**src/rtl/dmem_lsu_arb.sv**
```systemverilog
// Two-port load/store sequencer in front of the 32-word byte-masked data memory.
// Port 0 (core LSU) wins by default; port 1 (debug/loader) is forced through
// after STARVE_LIMIT consecutive port-0 grants taken while it was waiting.
// One access is in flight at a time:
//   IDLE -> ISSUE -> RESP  for legal requests
//   IDLE -> ERR            for misaligned or illegal-size requests
module dmem_lsu_arb #(
  parameter int ADDR_W       = 7,
  parameter int STARVE_LIMIT = 4
) (
  input  logic              clk,
  input  logic              rst,
  input  logic              p0_req,
  input  logic              p0_we,
  input  logic [1:0]        p0_size,
  input  logic              p0_uns,
  input  logic [ADDR_W-1:0] p0_addr,
  input  logic [31:0]       p0_wdata,
  output logic              p0_gnt,
  input  logic              p1_req,
  input  logic              p1_we,
  input  logic [1:0]        p1_size,
  input  logic              p1_uns,
  input  logic [ADDR_W-1:0] p1_addr,
  input  logic [31:0]       p1_wdata,
  output logic              p1_gnt,
  output logic              resp_valid,
  output logic              resp_port,
  output logic              resp_err,
  output logic [31:0]       resp_rdata,
  output logic              mem_wren,
  output logic              mem_is_load,
  output logic [3:0]        mem_mask,
  output logic [ADDR_W-3:0] mem_r_addr,
  output logic [ADDR_W-3:0] mem_w_addr,
  output logic [31:0]       mem_w_data,
  input  logic [31:0]       mem_r_data
);

  localparam int CW = $clog2(STARVE_LIMIT + 1);

  typedef enum logic [1:0] {S_IDLE, S_ISSUE, S_RESP, S_ERR} state_t;

  state_t            state, state_nx;
  logic [CW-1:0]     starve_cnt;
  logic              starved, idle;

  logic              sel_we, sel_uns, sel_legal;
  logic [1:0]        sel_size;
  logic [ADDR_W-1:0] sel_addr;
  logic [31:0]       sel_wdata;

  logic              rq_we, rq_uns, rq_port;
  logic [1:0]        rq_size;
  logic [ADDR_W-1:0] rq_addr;
  logic [31:0]       rq_wdata;

  logic [7:0]        ld_b;
  logic [15:0]       ld_h;

  // Grants are gated by rst so every output reads 0 while reset is held.
  assign idle    = (state == S_IDLE) && !rst;
  assign starved = (starve_cnt == CW'(STARVE_LIMIT));

  // Arbitration: port 0 by default, port 1 when port 0 is quiet or starvation is hit.
  always_comb begin
    p0_gnt = idle && p0_req && !(p1_req && starved);
    p1_gnt = idle && p1_req && (!p0_req || starved);
  end

  // Mux the winning request and classify its alignment.
  always_comb begin
    sel_we    = p1_gnt ? p1_we    : p0_we;
    sel_uns   = p1_gnt ? p1_uns   : p0_uns;
    sel_size  = p1_gnt ? p1_size  : p0_size;
    sel_addr  = p1_gnt ? p1_addr  : p0_addr;
    sel_wdata = p1_gnt ? p1_wdata : p0_wdata;
    case (sel_size)
      2'b00:   sel_legal = 1'b1;
      2'b01:   sel_legal = !sel_addr[0];
      2'b10:   sel_legal = (sel_addr[1:0] == 2'b00);
      default: sel_legal = 1'b0;
    endcase
  end

  // Sequencer next state.
  always_comb begin
    state_nx = state;
    case (state)
      S_IDLE:  if (p0_gnt || p1_gnt) state_nx = sel_legal ? S_ISSUE : S_ERR;
      S_ISSUE: state_nx = S_RESP;
      S_RESP:  state_nx = S_IDLE;
      S_ERR:   state_nx = S_IDLE;
      default: state_nx = S_IDLE;
    endcase
  end

  // State register.
  always_ff @(posedge clk or posedge rst) begin
    if (rst) state <= S_IDLE;
    else     state <= state_nx;
  end

  // Latch the granted request so the requester is free to move on next cycle.
  always_ff @(posedge clk or posedge rst) begin
    if (rst) begin
      rq_we    <= 1'b0;
      rq_uns   <= 1'b0;
      rq_port  <= 1'b0;
      rq_size  <= 2'b00;
      rq_addr  <= '0;
      rq_wdata <= '0;
    end else if (p0_gnt || p1_gnt) begin
      rq_we    <= sel_we;
      rq_uns   <= sel_uns;
      rq_port  <= p1_gnt;
      rq_size  <= sel_size;
      rq_addr  <= sel_addr;
      rq_wdata <= sel_wdata;
    end
  end

  // Starvation counter: counts port-0 wins over a waiting port 1, saturating.
  always_ff @(posedge clk or posedge rst) begin
    if (rst)                              starve_cnt <= '0;
    else if (p1_gnt)                      starve_cnt <= '0;
    else if (p0_gnt && p1_req) begin
      if (!starved)                       starve_cnt <= starve_cnt + 1'b1;
    end else if ((state == S_IDLE) && !p1_req) starve_cnt <= '0;
  end

  // Memory side: strobes only in ISSUE; address and data simply follow the latch.
  always_comb begin
    mem_wren    = (state == S_ISSUE) && rq_we;
    mem_is_load = (state == S_ISSUE) && !rq_we;
    mem_r_addr  = rq_addr[ADDR_W-1:2];
    mem_w_addr  = rq_addr[ADDR_W-1:2];
    mem_mask    = 4'b0000;
    mem_w_data  = rq_wdata;
    case (rq_size)
      2'b00:   mem_w_data = {4{rq_wdata[7:0]}};
      2'b01:   mem_w_data = {2{rq_wdata[15:0]}};
      default: mem_w_data = rq_wdata;
    endcase
    if (mem_wren) begin
      case (rq_size)
        2'b00:   mem_mask = 4'b0001 << rq_addr[1:0];
        2'b01:   mem_mask = rq_addr[1] ? 4'b1100 : 4'b0011;
        default: mem_mask = 4'b1111;
      endcase
    end
  end

  // Response: lane select and extension of the registered memory read data.
  always_comb begin
    resp_valid = (state == S_RESP) || (state == S_ERR);
    resp_err   = (state == S_ERR);
    resp_port  = resp_valid && rq_port;
    resp_rdata = 32'd0;
    case (rq_addr[1:0])
      2'd0:    ld_b = mem_r_data[7:0];
      2'd1:    ld_b = mem_r_data[15:8];
      2'd2:    ld_b = mem_r_data[23:16];
      default: ld_b = mem_r_data[31:24];
    endcase
    ld_h = rq_addr[1] ? mem_r_data[31:16] : mem_r_data[15:0];
    if ((state == S_RESP) && !rq_we) begin
      case (rq_size)
        2'b00:   resp_rdata = {{24{!rq_uns && ld_b[7]}}, ld_b};
        2'b01:   resp_rdata = {{16{!rq_uns && ld_h[15]}}, ld_h};
        default: resp_rdata = mem_r_data;
      endcase
    end
  end

endmodule

```
**config.mk**
```make
export PLATFORM = sky130hd
export DESIGN_NAME = dmem_lsu_arb
export DESIGN_NICKNAME = d
export VERILOG_FILES = /design/src/rtl/dmem_lsu_arb.sv
export SDC_FILE = /design/constraint.sdc
export NUM_CORES = 1
export LEC_CHECK = 0
export ABC_AREA = 1
export BUFFER_PORTS_ARGS = -buffer_cell sky130_fd_sc_hd__buf_2
export CAP_MARGIN = 5
export CORE_MARGIN = 10
export CORE_UTILIZATION = 41
export DETAILED_ROUTE_END_ITERATION = 10
export PLACE_DENSITY_LB_ADDON = 0.05
export SLEW_MARGIN = 20
export SYNTH_ARGS = -nofsm -noshare
export SYNTH_HDL_FRONTEND = slang
export SYNTH_SLANG_ARGS = --single-unit
```
**constraint.sdc**
```tcl
create_clock -name clk -period 3 [get_ports clk]
set_input_delay 0.6 -clock clk [delete_from_list [all_inputs] [get_ports clk]]
set_output_delay 0.6 -clock clk [all_outputs]
set_load 0.005 [all_outputs]
```
==> results.md, run 1 <==
* Setup violators final at 0
* Cts hold-fix bufs at 0
* Die Height at around 110 um
* CP peak stage delay at between 0.4 and 0.5 ns
* Status: completed
* Synth warnings at 0
* Share of cells above drive strength 1 at between 30% and 40%
* Critical Path RT at around 2.4 ns
* Setup TNS at 0 ns
* Final setup skew at about 0.012 ns
* Largest net degree at the start of global routing at 57
* Clk_lat worst skew at 0.31 ns
* Critical-path cell list: nor2_2 -> buf_4 -> o21a_1 -> nand3_2 -> nand3_2 -> nand2_4 -> nor2_1 -> buf_2
* Fmax at about 370 MHz
* Top cells by area, synth: dfrtp_1 (34%), nand2_1 (8.7%), o21ai_0 (8.2%), inv_1 (7.1%), nor2_1 (7.1%)
* Initial Utilization at 42.1%
* Area Growth Syn to Fin at 28.7%
* DIE WIDTH at approximately 110 um
* Leak at between 2 and 3 nW
* Min-Delay Path Class: in -> async
* Setup crit end kind: primary output
* FILL cells at about 910
* Power per cell area at 680 mW/mm^2
* CP Class: reg -> out
* Final period util at 89.0%
* Startpoint Class: register
* H-tree Lvls at 2
* Synthesized Nets at between 600 and 700
* First-pass GRT wire length at roughly 21,000 um
* Maximum capacitance violations at 0
* Commonest cells after routing, fill and taps aside: buf_2 (206), nand2_1 (85), inv_1 (68), nor2_1 (68), o21ai_0 (60)
* Most common cell after layout, fill and taps aside: buf_2
* Slowest-stage cell, CP: dfrtp_1
* Port Buffer Count at 206
* WL per Instance at roughly 16 um
* Crit path buffers/inverters at 2
* Multi-input logic area at 0.00181 mm^2
* Largest area contributor in the synthesized netlist: dfrtp_1
* Final Routed Wirelength at around 13,000 um
* CTS resizes at 0
* Sequential standard cell area at ~0.0012 mm^2
* Final Max Slew Viols at 0
* Critical path's most frequent cell: nand3_2
* Total Routing Usage GR at between 10% and 20%
* Fin. Hold Viols at 0
* Post-CTS Setup Inserts at 0
* Tot Pwr at ~3.2 mW
* Grt total ovfl at 0
* Number of clock sinks at 49
* Worst slew pin tran at around 0.65 ns
* DR vias at between 4,000 and 5,000
* Worst-path clk slew at 0.10 ns
* HPWL Detailed at between 10,000 and 15,000 um
* VDD IR max at about 0.32 mV
* Critical path's top delay family: simple AND/OR/NAND/NOR gates
* Vias/cell at roughly 5.0
* Hold Slack at 0.368 ns
* Core ar. at ~0.0087 mm^2
* Clk buf depth at 2
* GPL Wtd Cong at between 0.8 and 0.9
* Synth Register Bits at around 50
* WP data arrival at approximately 2.1 ns
* Synth cell types at 35
* Relative slew slack at between 50% and 60%
* I/O pin cnt at between 200 and 250
* Crit path max fanout at 16
* Antenna Violating Nets Remaining at 0
* Root buf cell: clkbuf_8
* Vias in the first global route at about 4,000
* CTS tree: done
* Gate count after technology mapping at between 500 and 600
* Seq/Total Area, Yosys at 33.6%
* Pre-antenna DRT Iters at 5
* CTS Buf Count at 5
* RSZ-0062 raised after global routing: false
* Drt drc at 0
* Net count, final at between 800 and 900
* Yosys top cell area share at 33.6%
* Post-layout min period at 2.67 ns
* Rows at 34
* Starting DRT DRC Count at 234
* Die Footprint at between 0.01 and 0.015 mm^2
* Initial antenna violation count at 1
* Syn Area/Cell at between 6 and 7 um^2
* Mapped cell area at about 0.0037 mm^2
## final timing paths
kind	from	end	slack, ns	cells past startpoint
worst max-delay path	rq_size[1]$_DFFE_PP0P_	resp_rdata[17]	0.33	8
worst min-delay path	rst	starve_cnt[1]$_DFFE_PP0P_	0.37	3
worst max register to register	starve_cnt[0]$_DFFE_PP0P_	rq_wdata[26]$_DFFE_PP0P_	1.02	8
worst min register to register	rq_port$_DFFE_PP0P_	rq_port$_DFFE_PP0P_	0.49	2
max in group asynchronous	rst	rq_wdata[29]$_DFFE_PP0P_	2.19	3
min in group clk	rq_port$_DFFE_PP0P_	rq_port$_DFFE_PP0P_	0.49	2
## routing by layer
| metal | part of all wire [%] | routed length [um] | vias up | GRT usage [%] |
|---|---|---|---|---|
| li1 | - | - | 2056 | - |
| met4 | 0.73 | 97 | 2 | 3.51 |
| met2 | 49 | 6480 | 160 | 32.5 |
| met1 | 41 | 5430 | 1816 | 22.9 |
| met5 | 0.098 | 13 | - | 0 |
| met3 | 9.8 | 1310 | 10 | 7.34 |
## registers in the layout, summed over array words and instances (netlist names)
signal	flops
rq_addr	7
rq_port	1
rq_size	2
rq_uns	1
rq_wdata	32
rq_we	1
starve_cnt	3
state	2
## worst reg2reg max path, delay by kind of cell, from the launching register on
| family | cells | cell delay [ns] |
|---|---|---|
| simple gates | 2 | 0.38 |
| fa+ha+maj | 1 | 0.23 |
| flops | 1 | 0.40 |
| compound gates | 2 | 0.40 |
| buf+inv | 3 | 0.50 |
## cell usage after synthesis
cell       n
nand2_1   85
inv_1     69
nor2_1    69
o21ai_0   60
dfrtp_1   49
o22ai_1   38
a21oi_1   37
buf_4     26
nand3_1   12
buf_2     11
nor2_2    10
o221ai_1   8
clkbuf_1   6
inv_2      5
a31oi_1    4
buf_6      4
nand2_2    3
nand2_4    3
nand3_2    3
nor2_4     3
clkbuf_2   2
ha_1       2
o211ai_2   2
o21ai_1    2
o21bai_1   2
a211oi_1   1
a21oi_4    1
a22oi_1    1
clkinv_8   1
nor3_4     1
o211ai_1   1
o21a_1     1
o21ai_4    1
or2_1      1
xnor2_1    1
## logic make-up after synthesis
group | after synthesis | share of synthesized area (%)
XOR/XNOR | 1 | 0.240
AO/OA/AOI/OAI | 159 | 25.5
adder cells (fa/ha/maj) | 2 | 0.685
AND/OR/NAND/NOR | 190 | 23.0
buffers and inverters | 124 | 17.0
flip-flops | 49 | 33.6
## layout make-up
type	instances	area share [%]
inverter	75	6.34
timing repair buffer	216	23.8
multi-input combinational	352	38.4
tap	108	2.88
clock buffer	5	1.46
clock inverter	3	0.932
antenna	1	0.0532
sequential	49	26.1
## report_power, final
part           switching (mW)  internal (mW)  total (mW)  leakage [nW]
logic                   0.989          0.681        1.67          2.04
registers               0.163          0.872        1.03         0.592
clock network           0.242          0.250       0.492        0.0585
total                    1.39           1.80        3.20          2.69
## metrics by stage
step / cell area [um^2] / util, % / cells / setup slack [ns]
3_3_place_gp: 4580 / 52.8 / 800 / 0.739
5_1_grt: 4700 / 54.1 / 808 / 0.158
6_report: 4700 / 54.2 / 809 / 0.331
3_5_place_dp: 4580 / 52.8 / 800 / 0.667
4_1_cts: 4700 / 54.1 / 808 / 0.325
2_1_floorplan: 3660 / - / 525 / 0.489
Power figures use the tool's default switching activity.
==> run 2, diff against run 1 <==
- CORE_UTILIZATION: 41 -> 49
- REMOVE_ABC_BUFFERS: unset -> 1
- clock period: 3 -> 3.24 ns (I/O delays scaled with it)
==> run 2 against run 1 <==
Clock power shrank 26%. Die area shrank 14%. Clock skew grew 0.0025 ns. Setup slack gained 0.13 ns. Global-route usage grew 3.3 points. Hold slack gained 0.032 ns. Cell count shrank 0.87%. Critical path type unchanged. Power shrank 10%. Flip-flop and latch count is the same. First-iteration DRC count grew 8.5%.
==> results.md, run 2 (same netlist as run 1, synthesis figures left out) <==
* CTS resizes at 0
* Final setup skew at roughly 0.014 ns
* Switching power at approximately 1.3 mW
* Commonest cells after routing, fill and taps aside: buf_2 (206), nand2_1 (85), inv_1 (68), nor2_1 (68), o21ai_0 (60)
* Maximum capacitance violations at 0
* Final Routed Wirelength at roughly 13,000 um
* Fin util at 64.1%
* FILL cells at between 700 and 800
* Grt total ovfl at 0
* DIE WIDTH at between 100 and 150 um
* Vias in the first global route at 4,258
* Clk pwr share at approximately an eighth
* Most common cell after layout, fill and taps aside: buf_2
* Placement Setup Slack at slightly below 0.8 ns
* Pre-antenna DRT Iters at 6
* Core ar. at between 0.007 and 0.008 mm^2
* Top Registers: rq_wdata: 32 flops, rq_addr: 7 flops, starve_cnt: 3 flops
* RR Endpoint: rq_wdata[9]$_DFFE_PP0P_
* Critical path's most frequent cell: nand3_2
* Initial Utilization at roughly 50%
* Sequential share of power at roughly 33%
* Fin. Hold Viols at 0
* Status: completed
* CTS tree: done
* Die Height at about 110 um
* Worst-path clk slew at about 0.1 ns
* Worst reg2reg startpoint: starve_cnt[0]$_DFFE_PP0P_
* Setup TNS at 0 ns
* Drt drc at 0
* Post-layout min period at approximately 2.8 ns
* GPL Wtd Cong at 0.931
* Combinational share of power at a little over half
* Port Buffer Count at 206
* Tot Pwr at roughly 2.9 mW
* RSZ-0062 raised after global routing: false
* Relative slew slack at a little under three fifths
* CP peak stage delay at approximately 0.54 ns
* Cells after DPL at slightly below 800
* Root buf cell: clkbuf_8
* Critical path's top delay family: simple AND/OR/NAND/NOR gates
* Critical Path RT at 2.59 ns
* Setup violators final at 0
* Worst setup margin at roughly 0.46 ns
* Clk_lat worst skew at around 0.3 ns
* Starting DRT DRC Count at 254
* Die Footprint at around 0.011 mm^2
* Crit path buffers/inverters at 2
* Share of cells above drive strength 1 at 36.7%
* Min-Delay Path Class: in -> async
* CP Class: reg -> out
* H-tree Lvls at 2
* CTS Buf Count at 5
* Largest register FFs at 32
* Antenna Violating Nets Remaining at 0
* Worst slew pin tran at 0.666 ns
* Net count, final at 823
* Critical-path cell list: nor2_2 -> buf_4 -> o21a_1 -> nand3_2 -> nand3_2 -> nand2_4 -> nor2_1 -> buf_2
* Fmax at about 360 MHz
* Setup crit end kind: primary output
* Crit path max fanout at 17
* Rows at 31
* R2r setup slk at between 1 and 1.5 ns
* First-pass GRT wire length at ~21,000 um
* Cts hold-fix bufs at 0
* HPWL Detailed at roughly 11,000 um
* Power per cell area at about 620 mW/mm^2
* Placed cell areas at between 0.004 and 0.005 mm^2
* Vias/cell at 5.19
* WP data arrival at around 2.1 ns
* Number of clock sinks at 49
* WL per Instance at 16.7 um
* Post-CTS Setup Inserts at 0
* Initial antenna violation count at 3
* DR vias at about 4,200
* Leak at around 2.7 nW
* Startpoint Class: register
* Total Routing Usage GR at 22.5%
* Slowest-stage cell, CP: dfrtp_1
* Int Pwr at about 1.6 mW
* VDD IR max at approximately 0.31 mV
* Final Max Slew Viols at 0
* Hold Slack at 0.400 ns
* Sw frac at about 45%
* Post-Layout Inst Area at roughly 0.0046 mm^2
* Top reg by flops: rq_wdata
* Largest net degree at the start of global routing at 45
* Post-route insts no fill at around 800
* I/O pin cnt at 207
* Area Growth Syn to Fin at 27.3%
* Clk buf depth at 2
* Final period util at roughly 86%
* Reg2reg path depth at 8
==> run 2: cell types whose count changed in the layout (fill, tap and decap cells not counted), sizes merged <==
cell / previous run / this run
bufinv: 1 / 0
diode: 1 / 3
clkinv: 2 / 1
clkbuf: 5 / 7
==> run 2: worst reg2reg max path: stages, from the launching register on <==
cell and delay, ns:
dfrtp_1 0.39, inv_1 0.06, ha_1 0.22, a21oi_4 0.23
inv_2 0.08, nand2_2 0.38, buf_4 0.35, nor2_1 0.07
o22ai_1 0.16
==> run 2: metal layers <==
metal | vias up | part of all wire (%) | GRT usage, %
li1 | 2053 | - | -
met1 | 1894 | 40 | 25.7
met2 | 190 | 48 | 38.4
met3 | 24 | 10 | 8.51
met4 | 0 | 2.3 | 6.58
met5 | - | 0 | 0
==> run 2: final cells by class <==
class | instances | area, um^2 | share of cell area, %
Multi-Input combinational cell | 352 | 1810 | 38.9
Tap cell | 99 | 124 | 2.66
Timing Repair Buffer | 216 | 1110 | 23.8
Clock buffer | 7 | 76.3 | 1.64
Antenna cell | 3 | 7.51 | 0.162
Sequential cell | 49 | 1230 | 26.4
Clock inverter | 1 | 7.51 | 0.162
Inverter | 75 | 294 | 6.33
==> run 2: worst max path at each step <==
stage	startpoint	to	cells after the start
floorplan	rst	p1_gnt	3
global placement	mem_r_data[23]	resp_rdata[11]	8
detailed placement	mem_r_data[23]	resp_rdata[10]	8
CTS	rq_size[1]$_DFFE_PP0P_	resp_rdata[20]	8
global route	rq_size[1]$_DFFE_PP0P_	resp_rdata[12]	8
finish	rq_size[1]$_DFFE_PP0P_	resp_rdata[20]	8
==> run 2: power by group through the flow <==
stage / Clock [mW] / Combinational (mW) / Sequential, mW
final: 0.362 / 1.55 / 0.961
after global routing: 0.393 / 1.75 / 0.992
after CTS: 0.369 / 1.57 / 0.960
after detailed placement: 0 / 1.56 / 0.972
after global placement: 0 / 1.54 / 0.964
after floorplan: 0 / 0.855 / 0.959
